==> config.mk <==
export PLATFORM = sky130hd
export DESIGN_NAME = uart_tx_arbiter
export DESIGN_NICKNAME = d
export VERILOG_FILES = /design/src/rtl/uart_arb_pkg.sv /design/src/rtl/rr_pick.sv /design/src/rtl/uart_tx_arbiter.sv
export SDC_FILE = /design/constraint.sdc
export NUM_CORES = 1
export LEC_CHECK = 0
export ABC_AREA = 1
export BUFFER_PORTS_ARGS = -buffer_cell sky130_fd_sc_hd__buf_2
export CORE_ASPECT_RATIO = 0.7
export CORE_MARGIN = 1.5
export CORE_UTILIZATION = 35
export CTS_BUF_LIST = sky130_fd_sc_hd__clkbuf_4 sky130_fd_sc_hd__clkbuf_8 sky130_fd_sc_hd__clkbuf_16
export DETAILED_ROUTE_END_ITERATION = 10
export PLACE_DENSITY = 0.69
export SYNTH_ARGS = -nofsm -noshare
export SYNTH_HDL_FRONTEND = slang
export SYNTH_SLANG_ARGS = --single-unit
==> constraint.sdc <==
create_clock -name pclk_i -period 2.4 [get_ports pclk_i]
set_clock_uncertainty 0.1 [all_clocks]
set_input_delay 0.36 -clock pclk_i [delete_from_list [all_inputs] [get_ports pclk_i]]
set_output_delay 0.36 -clock pclk_i [all_outputs]
set_load 0.01 [all_outputs]
==> src/rtl/uart_arb_pkg.sv <==
// Shared types and defaults for the uart_tx requester arbiter and its
// round-robin picker.
package uart_arb_pkg;

  typedef enum logic [0:0] {
    ST_IDLE = 1'b0,
    ST_XFER = 1'b1
  } arb_state_e;

  localparam int DEF_NUM_REQ      = 4;
  localparam int DEF_DATA_WIDTH   = 8;
  localparam int DEF_MAX_BURST    = 16;
  localparam int DEF_IDLE_TIMEOUT = 8;

  function automatic int clog2(input int value);
    int result;
    result = 0;
    for (int v = value - 1; v > 0; v = v >> 1) begin
      result = result + 1;
    end
    return result;
  endfunction

endpackage

==> src/rtl/rr_pick.sv <==
// Combinational round-robin picker: grants the first set request strictly
// after ptr, scanning upward with wrap.
module rr_pick
  import uart_arb_pkg::*;
#(
  parameter int NUM_REQ  = DEF_NUM_REQ,
  parameter int ID_WIDTH = clog2(NUM_REQ)
) (
  input  logic [NUM_REQ-1:0]  req,
  input  logic [ID_WIDTH-1:0] ptr,
  output logic [NUM_REQ-1:0]  winner,
  output logic [ID_WIDTH-1:0] winner_id,
  output logic                any
);

  // The found flag masks every candidate after the first hit.
  always_comb begin
    logic                found_s;
    logic [ID_WIDTH-1:0] cand_s;
    found_s   = 1'b0;
    cand_s    = '0;
    winner    = '0;
    winner_id = '0;
    for (int i = 1; i <= NUM_REQ; i++) begin
      cand_s         = ID_WIDTH'((int'(ptr) + i) % NUM_REQ);
      winner[cand_s] = req[cand_s] & ~found_s;
      winner_id      = (req[cand_s] && !found_s) ? cand_s : winner_id;
      found_s        = found_s | req[cand_s];
    end
  end

  assign any = |req;

endmodule

==> src/rtl/uart_tx_arbiter.sv <==
// Round-robin burst arbiter sharing one uart_tx parallel input among
// NUM_REQ byte streams, with a single registered output stage.
module uart_tx_arbiter
  import uart_arb_pkg::*;
#(
  parameter int NUM_REQ      = DEF_NUM_REQ,
  parameter int DATA_WIDTH   = DEF_DATA_WIDTH,
  parameter int MAX_BURST    = DEF_MAX_BURST,
  parameter int IDLE_TIMEOUT = DEF_IDLE_TIMEOUT,
  parameter int ID_WIDTH     = clog2(NUM_REQ)
) (
  input  logic                          pclk_i,
  input  logic                          prst_n_i,
  input  logic [NUM_REQ*DATA_WIDTH-1:0] req_data_i,
  input  logic [NUM_REQ-1:0]            req_valid_i,
  input  logic [NUM_REQ-1:0]            req_last_i,
  output logic [NUM_REQ-1:0]            req_ready_o,
  output logic [DATA_WIDTH-1:0]         tx_pdata_o,
  output logic                          tx_pdata_valid_o,
  input  logic                          tx_pready_i,
  output logic [NUM_REQ-1:0]            grant_o,
  output logic [ID_WIDTH-1:0]           grant_id_o,
  output logic                          busy_o
);

  localparam logic [7:0]          BURST_END = 8'(MAX_BURST - 1);
  localparam logic [7:0]          IDLE_END  = 8'(IDLE_TIMEOUT - 1);
  localparam logic [ID_WIDTH-1:0] PTR_RESET = ID_WIDTH'(NUM_REQ - 1);

  arb_state_e            state_r, state_s;
  logic [NUM_REQ-1:0]    grant_r, grant_s;
  logic [ID_WIDTH-1:0]   grant_id_r, grant_id_s;
  logic [ID_WIDTH-1:0]   last_ptr_r, last_ptr_s;
  logic [7:0]            burst_cnt_r, burst_cnt_s;
  logic [7:0]            idle_cnt_r, idle_cnt_s;
  logic [DATA_WIDTH-1:0] pdata_r;
  logic                  pvalid_r;

  logic [NUM_REQ-1:0]    pick_s;
  logic [ID_WIDTH-1:0]   pick_id_s;
  logic                  pick_any_s;
  logic                  xfer_s, room_s, valid_g_s, last_g_s, load_s, release_s;
  logic [DATA_WIDTH-1:0] data_g_s;

  rr_pick #(
    .NUM_REQ  (NUM_REQ),
    .ID_WIDTH (ID_WIDTH)
  ) u_pick (
    .req       (req_valid_i),
    .ptr       (last_ptr_r),
    .winner    (pick_s),
    .winner_id (pick_id_s),
    .any       (pick_any_s)
  );

  assign xfer_s    = (state_r == ST_XFER);
  assign room_s    = !pvalid_r || tx_pready_i;
  assign valid_g_s = req_valid_i[grant_id_r];
  assign last_g_s  = req_last_i[grant_id_r];
  assign data_g_s  = req_data_i[int'(grant_id_r)*DATA_WIDTH +: DATA_WIDTH];
  assign load_s    = xfer_s && valid_g_s && room_s;

  // Any combination of last, cap and timeout collapses into one release.
  assign release_s = xfer_s &&
                     ((load_s && (last_g_s || (burst_cnt_r == BURST_END))) ||
                      (!valid_g_s && (idle_cnt_r == IDLE_END)));

  // Next-state, grant and burst/idle counter update.
  always_comb begin
    state_s     = state_r;
    grant_s     = grant_r;
    grant_id_s  = grant_id_r;
    last_ptr_s  = last_ptr_r;
    burst_cnt_s = burst_cnt_r;
    idle_cnt_s  = idle_cnt_r;
    case (state_r)
      ST_IDLE: begin
        if (pick_any_s) begin
          state_s     = ST_XFER;
          grant_s     = pick_s;
          grant_id_s  = pick_id_s;
          last_ptr_s  = pick_id_s;
          burst_cnt_s = 8'd0;
          idle_cnt_s  = 8'd0;
        end else begin
          state_s = ST_IDLE;
        end
      end
      ST_XFER: begin
        if (load_s) begin
          burst_cnt_s = burst_cnt_r + 8'd1;
          idle_cnt_s  = 8'd0;
        end else if (!valid_g_s) begin
          idle_cnt_s = idle_cnt_r + 8'd1;
        end else begin
          idle_cnt_s = idle_cnt_r;
        end
        if (release_s) begin
          state_s = ST_IDLE;
          grant_s = '0;
        end else begin
          state_s = ST_XFER;
        end
      end
      default: begin
        state_s = ST_IDLE;
        grant_s = '0;
      end
    endcase
  end

  // Arbitration state register.
  always_ff @(posedge pclk_i or negedge prst_n_i) begin
    if (!prst_n_i) begin
      state_r     <= ST_IDLE;
      grant_r     <= '0;
      grant_id_r  <= '0;
      last_ptr_r  <= PTR_RESET;
      burst_cnt_r <= 8'd0;
      idle_cnt_r  <= 8'd0;
    end else begin
      state_r     <= state_s;
      grant_r     <= grant_s;
      grant_id_r  <= grant_id_s;
      last_ptr_r  <= last_ptr_s;
      burst_cnt_r <= burst_cnt_s;
      idle_cnt_r  <= idle_cnt_s;
    end
  end

  // Output byte register; a held byte drains even after the grant is gone.
  always_ff @(posedge pclk_i or negedge prst_n_i) begin
    if (!prst_n_i) begin
      pdata_r  <= '0;
      pvalid_r <= 1'b0;
    end else if (load_s) begin
      pdata_r  <= data_g_s;
      pvalid_r <= 1'b1;
    end else if (tx_pready_i) begin
      pvalid_r <= 1'b0;
    end else begin
      pvalid_r <= pvalid_r;
    end
  end

  assign req_ready_o      = (xfer_s && room_s) ? grant_r : '0;
  assign tx_pdata_o       = pdata_r;
  assign tx_pdata_valid_o = pvalid_r;
  assign grant_o          = grant_r;
  assign grant_id_o       = grant_id_r;
  assign busy_o           = xfer_s || pvalid_r;

endmodule

==> results of run 1 <==
[flip-flops by register name, indices dropped and copies added, names as in the netlist]
signal,cells
burst_cnt_r,8
idle_cnt_r,8
tx_pdata_o,8
grant_o,4
grant_id_o,2
last_ptr_r,2
state_r,1
tx_pdata_valid_o,1
[through the flow]
stage / utilization (%) / instances / worst slack, ns
3_3_place_gp: 42.0 / 499 / 0.339
3_5_place_dp: 42.0 / 499 / 0.286
4_1_cts: 43.5 / 507 / 0.272
6_report: 43.5 / 507 / 0.229
5_1_grt: 43.5 / 507 / 0.0681
2_1_floorplan: - / 348 / 0.482
[routing by layer]
layer	part of all wire [%]	track usage, %	up-vias
met5	0	0	-
met4	0.32	2.28	0
met3	7.9	4.72	2
met2	42	27.5	87
met1	50	23.6	1105
li1	-	-	1267
[cell type report]
type / count / area [µm²]
Fill cell: 708 / 3780
Sequential cell: 34 / 853
Timing Repair Buffer: 67 / 348
Clock inverter: 2 / 12.5
Clock buffer: 6 / 82.6
Multi-Input combinational cell: 266 / 1350
Inverter: 38 / 145
Tap cell: 94 / 118
[cells in the final DEF, fill, tap and decap left out, types with 3 or more instances in the layout]
cell type	instances
nand2_1	99
buf_2	62
nor2_1	37
inv_1	32
dfrtp_1	32
o21ai_0	27
nand3_1	25
a21oi_1	15
nand2_2	9
o22ai_1	9
ha_1	7
nand3_2	6
clkbuf_8	6
inv_2	5
nand4_1	5
buf_4	5
o21ai_1	4
nand2_4	3
nor3_1	3
a31oi_1	3
[cells by family after synthesis]
kind of cell    synth area share [%]
xor+xnor                       0.363
simple gates                    37.8
flops                           35.4
compound gates                  14.2
fa+ha+maj                       3.63
buf+inv                         8.66
[report_power, final]
part / switching, W / internal [W]
clock network: 0.000210 / 0.000231
logic: 0.00151 / 0.000821
registers: 0.000177 / 0.000782
total: 0.00190 / 0.00183
[worst min path at each step]
| stage | from | to | depth (start not counted) |
|---|---|---|---|
| after floorplan | prst_n_i | burst_cnt_r[0] | 0 |
| after CTS | prst_n_i | tx_pdata_o[0] | 1 |
| after global placement | tx_pdata_o[5] | tx_pdata_o[5] | 2 |
| final | prst_n_i | tx_pdata_o[0] | 1 |
| after detailed placement | tx_pdata_o[0] | tx_pdata_o[0] | 2 |
| after global routing | prst_n_i | tx_pdata_o[2] | 1 |
==> metrics.yaml, run 1 <==
vias: 2461
placed_cell_area_um2: 2810
clock-sinks: 34
drc_errors: 0
startpoint_type: "register"
hp-class: "in -> async"
reg2regPathDepth: 9
cp_cell_sequence: "inv_2, ha_1, inv_1, nand3_1, nand2_2, a21oi_1, a21oi_1, o21ai_1, nand2_1"
ys.flop_type: "dfrtp_1"
postCtsSetupBuffers: 0
crit_slowest_cell: "dfstp_2"
crit_type: "reg -> reg"
synth_area_um2: 2410
worstMarginPinSlew_ns: 0.764
crit_path_start: "last_ptr_r[0]"
yosysTopAreaCell: "dfrtp_1"
core-area_um2: 6690
drt-initial-drc-count: 130
cpMostUsedCell: "a21oi_1"
yosys.cell_types.count: 33
layout.nets: 462
numCtsBuffers: 5
finalMaxSlewViolations: 0
fin_crit_sh_pct: 90.4
grt_pass1_vias: 2224
clkTransAtPathRegs_ns: 0.07
timing.rr.end: "grant_id_o[0]"
htreeDepth: 2
finalPower_w: 0.00374
antenna_found_initial: 0
cts_resized: 0
clk_latency_ns: 0.28
final-hold-violation-count: 0
antenna_left: 0
setup_viol: 0
grt_first_pass_wirelength_um: 10000
fin_hold_ws_ns: 0.0469
row_count: 25
maxCapViolations: 0
num_antenna_cells: 0
clk_path_buf_depth: 2
cp.required_ns: 2.47
ys_seq_area_share_pct: 35.4
status: "finished, final reports clean"
max-slew-margin-rel_pct: 49.0
totalWireLength_um: 5960
yosysWarnings: 0
grt_max_degree: 35
max_stage_delay_ns: 0.64
stdcell_area_um2: 2910
dr.pass1.iters: 4
viasPerCell: 4.85
vdd_drop_max_uv: 516
max_freq_mhz: 461
portBuffers: 62
worstReg2RegStart: "last_ptr_r[0]"
ioPinCount: 63
die-area_um2: 7410
die_w_um: 102
synth.most_common_cell: "nand2_1"
rsz0062_at_grt: "false"
synth_edf_count: 0
power.leakage_nw: 1.52
syn-num-nets: 398
syn_area_per_cell_um2: 6.93
gr-total-overflow: 0
path_delay_family: "flip-flops"
netlist.area_leader.share_pct: 33.2
netlist_instances: 348
power.density_nw_per_um2: 1280
cts_hold_buffers: 0
post_drt_wl_per_cell_um: 11.7
drive_gt1_share_pct: 25.7
r2r_slack_ns: 0.23
ys_top_cells_by_count: "nand2_1, nor2_1, dfrtp_1, inv_1, o21ai_0"
die_h_um: 72.5
worst-path-stages: 9
routabilityCongestion: 0.819
critPathBufInv: 2
areaGrowthSynthToFinish_pct: 20.6
setup_tns_ns: 0
endpoint: "grant_id_o[0]"
async_flop_share_pct: 100
start_util_pct: 36.0
end_kind: "register"
path_max_fanout: 9
root_buffer: "clkbuf_8"
hpwl_um: 4640
ys_ff_latch: 34
crit_arrival_ns: 2.24
synth_area_leaders: "dfrtp_1, nand2_1, nor2_1"
grt_use_total_pct: 17.1
layout_min_cycle_time_ns: 2.17
cts_tree: "done"
(Power assumes the default switching activity.)
==> run 2, diff against run 1 <==
==> constraint.sdc (replaced) <==
create_clock -name pclk_i -period 2.6 [get_ports pclk_i]
set_clock_uncertainty 0.1 [all_clocks]
set_input_delay 0.39 -clock pclk_i [delete_from_list [all_inputs] [get_ports pclk_i]]
set_output_delay 0.39 -clock pclk_i [all_outputs]
set_load 0.01 [all_outputs]
==> run 2 against run 1 <==
Compared with the run above: non-clock buffer count is 3 lower; register-to-register slack better by 0.22 ns; worst hold slack better by 0.018 ns; critical endpoint is now burst_cnt_r[4].
==> metrics.yaml, run 2 (same netlist as run 1, synthesis figures left out) <==
grt_pass1_vias: 2136  # was 2224
reg2regPathDepth: 7  # was 9
core-area_um2: 6690  # unchanged
ioPinCount: 63  # unchanged
antenna_left: 0  # unchanged
setup_tns_ns: 0  # unchanged
cts_resized: 0  # unchanged
hpwl_um: 4600  # was 4640 µm
power.density_nw_per_um2: 1230  # was 1280 nW/µm²
max-slew-margin-rel_pct: 48.7  # was 49.0%
final-hold-violation-count: 0  # unchanged
final_common_cell: "nand2_1"  # unchanged
grt_max_degree: 35  # unchanged
clk_path_buf_depth: 2  # unchanged
cp.required_ns: 2.69  # was 2.47 ns
maxCapViolations: 0  # unchanged
path_max_fanout: 14  # was 9
routabilityCongestion: 0.815  # was 0.819
dr.pass1.iters: 4  # unchanged
drc_errors: 0  # unchanged
vdd_drop_max_uv: 427  # was 516 µV
htreeDepth: 2  # unchanged
cts_tree: "done"  # unchanged
root_buffer: "clkbuf_8"  # unchanged
crit_arrival_ns: 2.24  # about the same
max_freq_mhz: 464  # was 461 MHz
gr-total-overflow: 0  # unchanged
place_inst: 496  # was 499
finalMaxSlewViolations: 0  # unchanged
post_drt_wl_per_cell_um: 12.1  # was 11.7 µm
clk_latency_ns: 0.29  # was 0.28 ns
numCtsBuffers: 5  # unchanged
fin_crit_sh_pct: 82.9  # was 90.4%
status: "finished, final reports clean"  # unchanged
layout_min_cycle_time_ns: 2.15  # was 2.17 ns
fillers: 720  # was 708
start_util_pct: 36.0  # unchanged
totalWireLength_um: 6080  # was 5960 µm
portBuffers: 62  # unchanged
crit_type: "reg -> reg"  # unchanged
clkTransAtPathRegs_ns: 0.08  # was 0.07 ns
mostFrequentLayoutCells: "nand2_1, buf_2, nor2_1, inv_1, dfrtp_1"  # unchanged
drive_gt1_share_pct: 25.1  # was 25.7%
hp-class: "in -> async"  # unchanged
setup_viol: 0  # unchanged
die_h_um: 72.5  # unchanged
viasPerCell: 4.85  # about the same
cts_hold_buffers: 0  # unchanged
grt_use_total_pct: 16.8  # was 17.1%
row_count: 25  # unchanged
rsz0062_at_grt: "false"  # unchanged
die-area_um2: 7410  # unchanged
layout.nets: 459  # was 462
worstMarginPinSlew_ns: 0.769  # was 0.764 ns
grt_first_pass_wirelength_um: 9840  # was 10000 µm
areaGrowthSynthToFinish_pct: 21.4  # was 20.6%
antenna_found_initial: 0  # unchanged
clock-sinks: 34  # unchanged
fin_cells: 504  # was 507
end_kind: "register"  # unchanged
vias: 2443  # was 2461
drt-initial-drc-count: 123  # was 130
power.leakage_nw: 1.53  # was 1.52 nW
die_w_um: 102  # unchanged
fin_hold_ws_ns: 0.0649  # was 0.0469 ns
num_antenna_cells: 0  # unchanged
postCtsSetupBuffers: 0  # unchanged
startpoint_type: "register"  # unchanged
-- run 2: cell count changes in the layout (fill, tap and decap cells not counted) --
| cell | delta |
|---|---|
| bufinv_16 | +2 |
| buf_4 | -3 |
| clkinv_2 | -1 |
| clkinv_4 | +1 |
| clkinvlp_4 | -1 |
| clkbuf_8 | -1 |
-- run 2: cell type report --
| type | instances | area, µm² | share of cell area [%] |
|---|---|---|---|
| clock inverter | 3 | 68.8 | 2.35 |
| clock buffer | 5 | 68.8 | 2.35 |
| timing repair buffer | 64 | 325 | 11.1 |
| multi-input combinational | 266 | 1350 | 46.1 |
| tap | 94 | 118 | 4.02 |
| inverter | 38 | 145 | 4.96 |
| sequential | 34 | 853 | 29.1 |
-- run 2: path summary, 6_finish.rpt --
path | endpoint | slack [ns] | start
worst max-delay path | burst_cnt_r[4] | 0.45 | grant_id_o[1]
worst min-delay path | tx_pdata_o[0] | 0.06 | prst_n_i
worst max register to register | burst_cnt_r[4] | 0.45 | grant_id_o[1]
worst min register to register | tx_pdata_o[6] | 0.38 | tx_pdata_o[6]
max in group asynchronous | idle_cnt_r[3] | 1.84 | prst_n_i
min in group pclk_i | tx_pdata_valid_o | 0.35 | tx_pready_i
-- run 2: stage by stage --
step | util (%) | setup slack, ns | total power (W) | instance area, µm²
finish | 43.8 | 0.446 | 0.00360 | 2930
global route | 43.8 | 0.264 | 0.00394 | 2930
CTS | 43.8 | 0.446 | 0.00363 | 2930
detailed placement | 41.7 | 0.410 | 0.00302 | 2790
global placement | 41.7 | 0.505 | 0.00297 | 2790
floorplan | - | 0.682 | 0.00252 | 2410
-- run 2: metal layers --
metal | global-route usage (%) | share of wire [%] | up-vias
met4 | 2.28 | 0.54 | 0
met3 | 4.53 | 6.7 | 4
met2 | 27.5 | 42 | 72
met5 | 0 | 0 | -
li1 | - | - | 1262
met1 | 22.9 | 50 | 1105
-- run 2: worst max-delay path: stages (launching register included) --
cell	delay [ns]
dfrtp_1	0.66
inv_2	0.20
nand3_2	0.16
nand4_2	0.37
nand2_2	0.33
nand3_1	0.10
nand2_1	0.08
nor2_1	0.04
-- run 2: power breakdown --
group / switching [W] / total, W / internal, W
logic: 0.00136 / 0.00209 / 0.000728
clock network: 0.000209 / 0.000594 / 0.000384
registers: 0.000203 / 0.000924 / 0.000721
